===== config.mk =====
export PLATFORM = sky130hd
export DESIGN_NAME = uart_tx_frm
export DESIGN_NICKNAME = d
export VERILOG_FILES = /design/src/rtl/uart_tx_frm.sv
export SDC_FILE = /design/constraint.sdc
export NUM_CORES = 1
export LEC_CHECK = 0
export CELL_PAD_IN_SITES_DETAIL_PLACEMENT = 1
export CELL_PAD_IN_SITES_GLOBAL_PLACEMENT = 1
export CORE_UTILIZATION = 44
export CTS_BUF_LIST = sky130_fd_sc_hd__clkbuf_4 sky130_fd_sc_hd__clkbuf_8
export DETAILED_ROUTE_END_ITERATION = 6
export GPL_ROUTABILITY_DRIVEN = 0
export GPL_TIMING_DRIVEN = 0
export PLACE_DENSITY_LB_ADDON = 0.1
export SKIP_CTS_REPAIR_TIMING = 1
export SLEW_MARGIN = 20
export SYNTH_ARGS = -nofsm -noshare
export SYNTH_HDL_FRONTEND = slang
export SYNTH_SLANG_ARGS = --single-unit
export TNS_END_PERCENT = 10

===== constraint.sdc =====
create_clock -name Clk -period 2.5 [get_ports Clk]
set_input_delay 0.25 -clock Clk [delete_from_list [all_inputs] [get_ports Clk]]
set_output_delay 0.25 -clock Clk [all_outputs]
set_load 0.02 [all_outputs]

===== src/rtl/uart_tx_frm.sv =====
// UART transmit framer: latches a word on a valid/ready handshake and shifts
// it out LSB first on Txd, framed by a start bit and STOP_BITS stop bits.
// Bit timing comes from Baud_Clk, which pulses OVS times per bit period.
//
// Build option: define UART_TX_PARITY_EN to add the Parity_Odd port and a
// parity bit between the data bits and the stop bit(s).
//
// state  | meaning
// IDLE   | line high, Tx_Ready raised on the second edge in IDLE with En=1
// START  | start bit (low) for OVS pulses
// DATA   | DATA_W data bits, LSB first
// PARITY | parity bit (UART_TX_PARITY_EN builds only)
// STOP   | line high for STOP_BITS*OVS pulses, then back to IDLE
module uart_tx_frm #(
  parameter int DATA_W    = 8,
  parameter int OVS       = 8,
  parameter int STOP_BITS = 1
) (
  input  logic              Clk,
  input  logic              Rst_n,
  input  logic              En,
  input  logic              Baud_Clk,
  input  logic [DATA_W-1:0] Tx_Data,
  input  logic              Tx_Valid,
`ifdef UART_TX_PARITY_EN
  input  logic              Parity_Odd,
`endif
  output logic              Tx_Ready,
  output logic              Txd,
  output logic              Busy
);

  localparam int              TW         = $clog2(OVS);
  localparam logic [TW-1:0]   TICK_LAST  = TW'(OVS - 1);
  localparam logic [3:0]      DATA_LAST  = 4'(DATA_W - 1);
  localparam logic [3:0]      STOP_LAST  = 4'(STOP_BITS - 1);

  typedef enum logic [2:0] {
    IDLE,
    START,
    DATA,
`ifdef UART_TX_PARITY_EN
    PARITY,
`endif
    STOP
  } state_t;

  state_t              state;
  logic [TW-1:0]       tick_cnt;
  logic [3:0]          bit_cnt;
  logic [DATA_W-1:0]   shift_q;
  // Delays Tx_Ready by one edge after reset or an En abort; a normal frame
  // end arms it directly so Tx_Ready follows one edge after Busy falls.
  logic                ready_arm;
  logic                bit_end;
`ifdef UART_TX_PARITY_EN
  logic                parity_q;
`endif

  // Last Baud_Clk pulse of the current bit period
  assign bit_end = Baud_Clk && (tick_cnt == TICK_LAST);

  // Framer FSM with registered Txd/Busy/Tx_Ready and tick/bit counters
  always_ff @(posedge Clk or negedge Rst_n) begin
    if (!Rst_n) begin
      state     <= IDLE;
      tick_cnt  <= '0;
      bit_cnt   <= '0;
      shift_q   <= '0;
      ready_arm <= 1'b0;
      Txd       <= 1'b1;
      Tx_Ready  <= 1'b0;
      Busy      <= 1'b0;
`ifdef UART_TX_PARITY_EN
      parity_q  <= 1'b0;
`endif
    end else if (!En) begin
      // Abort: drop any partial frame without completing the stop bit
      state     <= IDLE;
      tick_cnt  <= '0;
      bit_cnt   <= '0;
      ready_arm <= 1'b0;
      Txd       <= 1'b1;
      Tx_Ready  <= 1'b0;
      Busy      <= 1'b0;
    end else begin
      case (state)
        IDLE: begin
          Txd      <= 1'b1;
          Busy     <= 1'b0;
          tick_cnt <= '0;
          bit_cnt  <= '0;
          if (Tx_Valid && Tx_Ready) begin
            shift_q  <= Tx_Data;
`ifdef UART_TX_PARITY_EN
            parity_q <= (^Tx_Data) ^ Parity_Odd;
`endif
            Tx_Ready <= 1'b0;
            Busy     <= 1'b1;
            Txd      <= 1'b0;
            state    <= START;
          end else if (ready_arm) begin
            Tx_Ready <= 1'b1;
          end else begin
            ready_arm <= 1'b1;
          end
        end
        default: begin
          // OVS is a power of two, so the counter wraps to 0 on bit_end
          if (Baud_Clk) tick_cnt <= tick_cnt + TW'(1);
          if (bit_end) begin
            case (state)
              START: begin
                Txd     <= shift_q[0];
                shift_q <= shift_q >> 1;
                state   <= DATA;
              end
              DATA: begin
                if (bit_cnt == DATA_LAST) begin
                  bit_cnt <= '0;
`ifdef UART_TX_PARITY_EN
                  Txd     <= parity_q;
                  state   <= PARITY;
`else
                  Txd     <= 1'b1;
                  state   <= STOP;
`endif
                end else begin
                  bit_cnt <= bit_cnt + 4'd1;
                  Txd     <= shift_q[0];
                  shift_q <= shift_q >> 1;
                end
              end
`ifdef UART_TX_PARITY_EN
              PARITY: begin
                Txd   <= 1'b1;
                state <= STOP;
              end
`endif
              STOP: begin
                if (bit_cnt == STOP_LAST) begin
                  bit_cnt   <= '0;
                  Busy      <= 1'b0;
                  ready_arm <= 1'b1;
                  state     <= IDLE;
                end else begin
                  bit_cnt <= bit_cnt + 4'd1;
                end
              end
              default: state <= IDLE;
            endcase
          end
        end
      endcase
    end
  end

endmodule


# Word level (Yosys, flattened, before mapping)

Cells that the tools add are included.

Bits in registers: 22
Input bits: 13
Output and inout port bits: 3
Word-level logic and storage cells: 85

$add $sub $neg: 2
Equality and inequality tests: 19
Multiplexer cells: 43
Reduce and logical (&&, ||, !) cells: 13

Operators by type and width:

| operator                                       | number |
|---|---|
| two-way mux 8 bit                              | 4 |
| two-way mux 3 bit                              | 9 |
| two-way mux 1 bit                              | 21 |
| two-way mux 4 bit                              | 5 |
| one-hot mux 8 bit (2 select lines)             | 1 |
| != test 3 x 1 -> 1 bit (second input constant) | 5 |
| != test 3 bit (second input constant)          | 3 |
| one-hot mux 3 bit (3 select lines)             | 1 |
| != test 4 x 1 -> 1 bit (second input constant) | 2 |
| one-hot mux 4 bit (2 select lines)             | 1 |
| AND reduction 4 bit                            | 2 |
| == test 3 x 2 -> 1 bit (second input constant) | 2 |
| AND reduction 2 bit                            | 3 |
| AND reduction 5 bit                            | 1 |
| adder 4 x 1 -> 4 bit (second input constant)   | 1 |
| == test 4 x 3 -> 1 bit (second input constant) | 1 |
| logical NOT 4 bit                              | 1 |
| != test 4 x 3 -> 1 bit (second input constant) | 1 |
| != test 4 bit (second input constant)          | 1 |
| adder 3 x 1 -> 3 bit (second input constant)   | 1 |
| == test 3 x 1 -> 1 bit (second input constant) | 1 |
| == test 3 bit (second input constant)          | 1 |
| logical NOT 3 bit                              | 1 |
| AND reduction 3 bit                            | 1 |
| 6 further kinds                                | 7 |

# Depth between registers and ports, before layout

Depth after elaboration: 6
Depth in mapped cells: 8
Gate-level depth less buffers: 6

# Least setup slack after synthesis

OpenSTA, ideal clock, no wires.

Path type: flip-flop to flip-flop
Start: register state[0]
End: register shift_q[1]
Setup time: 0.125 ns
Arrival time: 1.702 ns
Required time: 2.375 ns
Setup slack: 0.673 ns
Stages on the path, launching flop included: 7
Buffers on the path: 2
Clock period less this slack: 1.827 ns
Cell sequence: dfrtp_1 -> inv_1 -> ha_1 -> buf_2 -> buf_1 -> mux2_2 -> mux2_2

Longest elaborated chain between the ends: 4
Elaborated cells on any way between the ends: 11
Classes of those cells: 4 x eq/ne; 3 x mux; 4 x reduce/logical

RTL lines:

| element                                                          | line | source |
|---|---|---|
| from (decl)                                                      | 48   | `state_t state;` |
| from (signal assigned)                                           | 66   | `state <= IDLE;` |
| from (signal assigned)                                           | 79   | `state <= IDLE;` |
| from (signal assigned)                                           | 101  | `state <= START;` |
| == test 3 x 2 -> 1 bit or == test 3 x 1 -> 1 bit (tied branches) | 112  | `case (state)` |
| one-hot mux 8 bit (2 select lines)                               | 112  |  |
| two-way mux 8 bit                                                | 111  | `if (bit_end) begin` |
| two-way mux 8 bit                                                | 87   | `case (state)` |
| to (signal assigned)                                             | 94   | `shift_q <= Tx_Data;` |
| to (signal assigned)                                             | 115  | `shift_q <= shift_q >> 1;` |
| to (signal assigned)                                             | 131  | `shift_q <= shift_q >> 1;` |
| to (decl)                                                        | 51   | `logic [DATA_W-1:0] shift_q;` |

Several ways; a longest one is shown, not always the timed one. The select of a mux whose other input is x is not followed.
A chain may end at the register's enable or synchronous reset.

# Worst setup path in the final report

Ends and elaborated chain as after synthesis.

==> metrics <==
outcome=completed; Overflow after GRT=0; Syn Area/Cell=about 11 um^2; Clock transition at path regs=0.12 ns; Max Root-Sink Buffers=2; Critical Path End Type=register; worst slew pin tran=0.965 ns; ys flop type=dfrtp_1; placement row count=18; Synth top area share=around two fifths; Leak Pwr=around 0.63 nW; antenna-violating nets left=0; Post-synth EDFFs=0; final worst path period need=~2.1 ns; DR WL/cell=~15 um; cell taking the most area after synthesis=dfrtp_1; net count reported at finish=roughly 150; hold depth=2; CTS tree=yes; vias per inst=5.70; power share of the combinational group=a little over a fifth; CP Data Arrival Time=between 2 and 2.5 ns; total design power=0.783 mW; Reg2Reg Depth=6; Final Core Density=55.2%; Seq pwr share=55.9%; crit path launch type=register; Unique masters post-synth=37; Final setup viols=0; worst skew pair latency=around 0.30 ns; # clock sinks=21; largest net degree at the start of global routing=22; Final Hold Fails=0; first-pass GRT wire length=between 4000 and 5000 um; Die Wd=between 50 and 60 um; Setup TNS=0 ns; max_slew headroom=a little over a third; number of global-route vias before repair=about 970; WS Path Type=reg -> reg; Req. time, crit path=approximately 2.7 ns; Remaining DRCs=0; final worst path period share=83.2%; Net Sw Frac=a little over a quarter; post-detail-place hpwl=approximately 1800 um; area growth from synthesis to layout=16.4%; synthesis-stage register bit count=21; internal cell power=0.577 mW; pins over their slew limit=0; initial antenna violation count=0; Filler cells=292; die height=54.4 um; die footprint=around 3000 um^2; n_diodes=0; Worst Hold Class=in -> reg; DRT Pass-1 Iters=4; Synth async-reset ratio=between 90% and 100%; most frequent cells after synthesis=dfrtp_1, mux2_2, ha_1, nand2_1; Mapped Area=roughly 1200 um^2; TritonCTS Buffers=3; crit-path max FO=10; final hold slack=a little under 0.3 ns; DR vias=900; Cells after Synth=about 110; Clock Skews=about 0.0050 ns; clock root cell=clkbuf_4; IO buf count=13; sequential share of the synthesized area=a little over two fifths; Initial Util=between 40% and 50%; RSZ-0062 raised after global routing=false; ranking of synthesized cells by area=dfrtp_1, mux2_2, ha_1; count leader, synth=dfrtp_1; Total GRT Usage=20.3%; Initial DRC Count=15; final WL=around 2400 um; Achievable Freq=slightly below 500 MHz; Core ar.=~2500 um^2; Clock power frac=22.7%; Synth Net Count=133; I/O pins=16; CTS HTree Levels=1; layout cells sized above 1=between 20% and 30%; total of max-cap violations=0; PwrDens=about 560 nW/um^2; sw power=slightly above 0.2 mW; Worst VDD drop=about 0.00045 V; Ys Warns=0
power groups by stage:
stage / Sequential [mW] / Clock (mW) / Combinational, mW
after floorplan: 0.440 / 0 / 0.115
after global placement: 0.442 / 0 / 0.166
after detailed placement: 0.447 / 0 / 0.171
after CTS: 0.439 / 0.186 / 0.172
after global routing: 0.448 / 0.199 / 0.190
final: 0.438 / 0.177 / 0.168
area by class of cell:
class                           instances  area (um^2)  area share, %
Clock buffer                            4         30.0           2.14
Inverter                                5         18.8           1.34
Multi-Input combinational cell         81          644           45.9
Sequential cell                        21          527           37.5
Timing Repair Buffer                   13          130           9.26
Buffer                                  4         17.5           1.25
Tap cell                               30         37.5           2.67
path summary, 6_finish.rpt:
path	startpoint	slack, ns	end
worst max register to register	state[0]	0.42	shift_q[1]
max in group asynchronous	Rst_n	1.45	shift_q[3]
min in group asynchronous	Rst_n	0.46	bit_cnt[3]
worst min-delay path	En	0.30	Txd
worst min register to register	ready_arm	0.51	ready_arm
worst max-delay path	state[0]	0.42	shift_q[1]
cells by family after synthesis:
logic type                 synth area share, %
and+or+nand+nor                           15.8
muxes                                     15.5
adders and majority gates                 9.33
DFF                                       43.6
AOI/OAI and AO/OA                         12.0
xor gates and xnor gates                 0.726
buffers and inverters                     3.00
per-layer routing:
layer	share of wire, %	vias to the layer above	GRT usage, %	wire length [um]
li1	-	436	-	-
met2	49	18	35.0	1190
met1	46	442	24.9	1120
met4	1.1	0	7.26	28
met3	3.7	4	4.17	91
met5	0	-	0	0
critical path, stage by stage (launching register included):
cell	delay [ns]
dfrtp_1	0.42
inv_1	0.13
ha_1	0.17
buf_2	0.22
buf_1	0.39
mux2_2	0.38
mux2_2	0.25
layout by cell type (no fill, tap or decap), types with 3 or more instances in the layout:
| cell | count |
|---|---|
| clkbuf_4 | 4 |
| clkdlybuf4s50_1 | 13 |
| dfrtp_1 | 20 |
| ha_1 | 9 |
| inv_1 | 5 |
| mux2_2 | 14 |
| mux2i_1 | 3 |
| nand2_1 | 9 |
| nand2b_1 | 4 |
| nand3_1 | 5 |
| nor2_1 | 5 |
| o21ai_0 | 4 |
metrics by stage:
step                      worst slack [ns]  cells  area, um^2
after floorplan                      0.673    111        1210
after global placement               0.438    154        1380
after detailed placement             0.405    154        1380
after CTS                            0.385    158        1410
after global routing                 0.245    158        1410
final                                0.420    158        1410
registers in the layout, indices dropped and copies added (netlist names):
register   cells
shift_q        8
bit_cnt        4
tick_cnt       3
state          2
Busy           1
Tx_Ready       1
Txd            1
ready_arm      1
No activity file was read; power rests on OpenSTA's default activity.
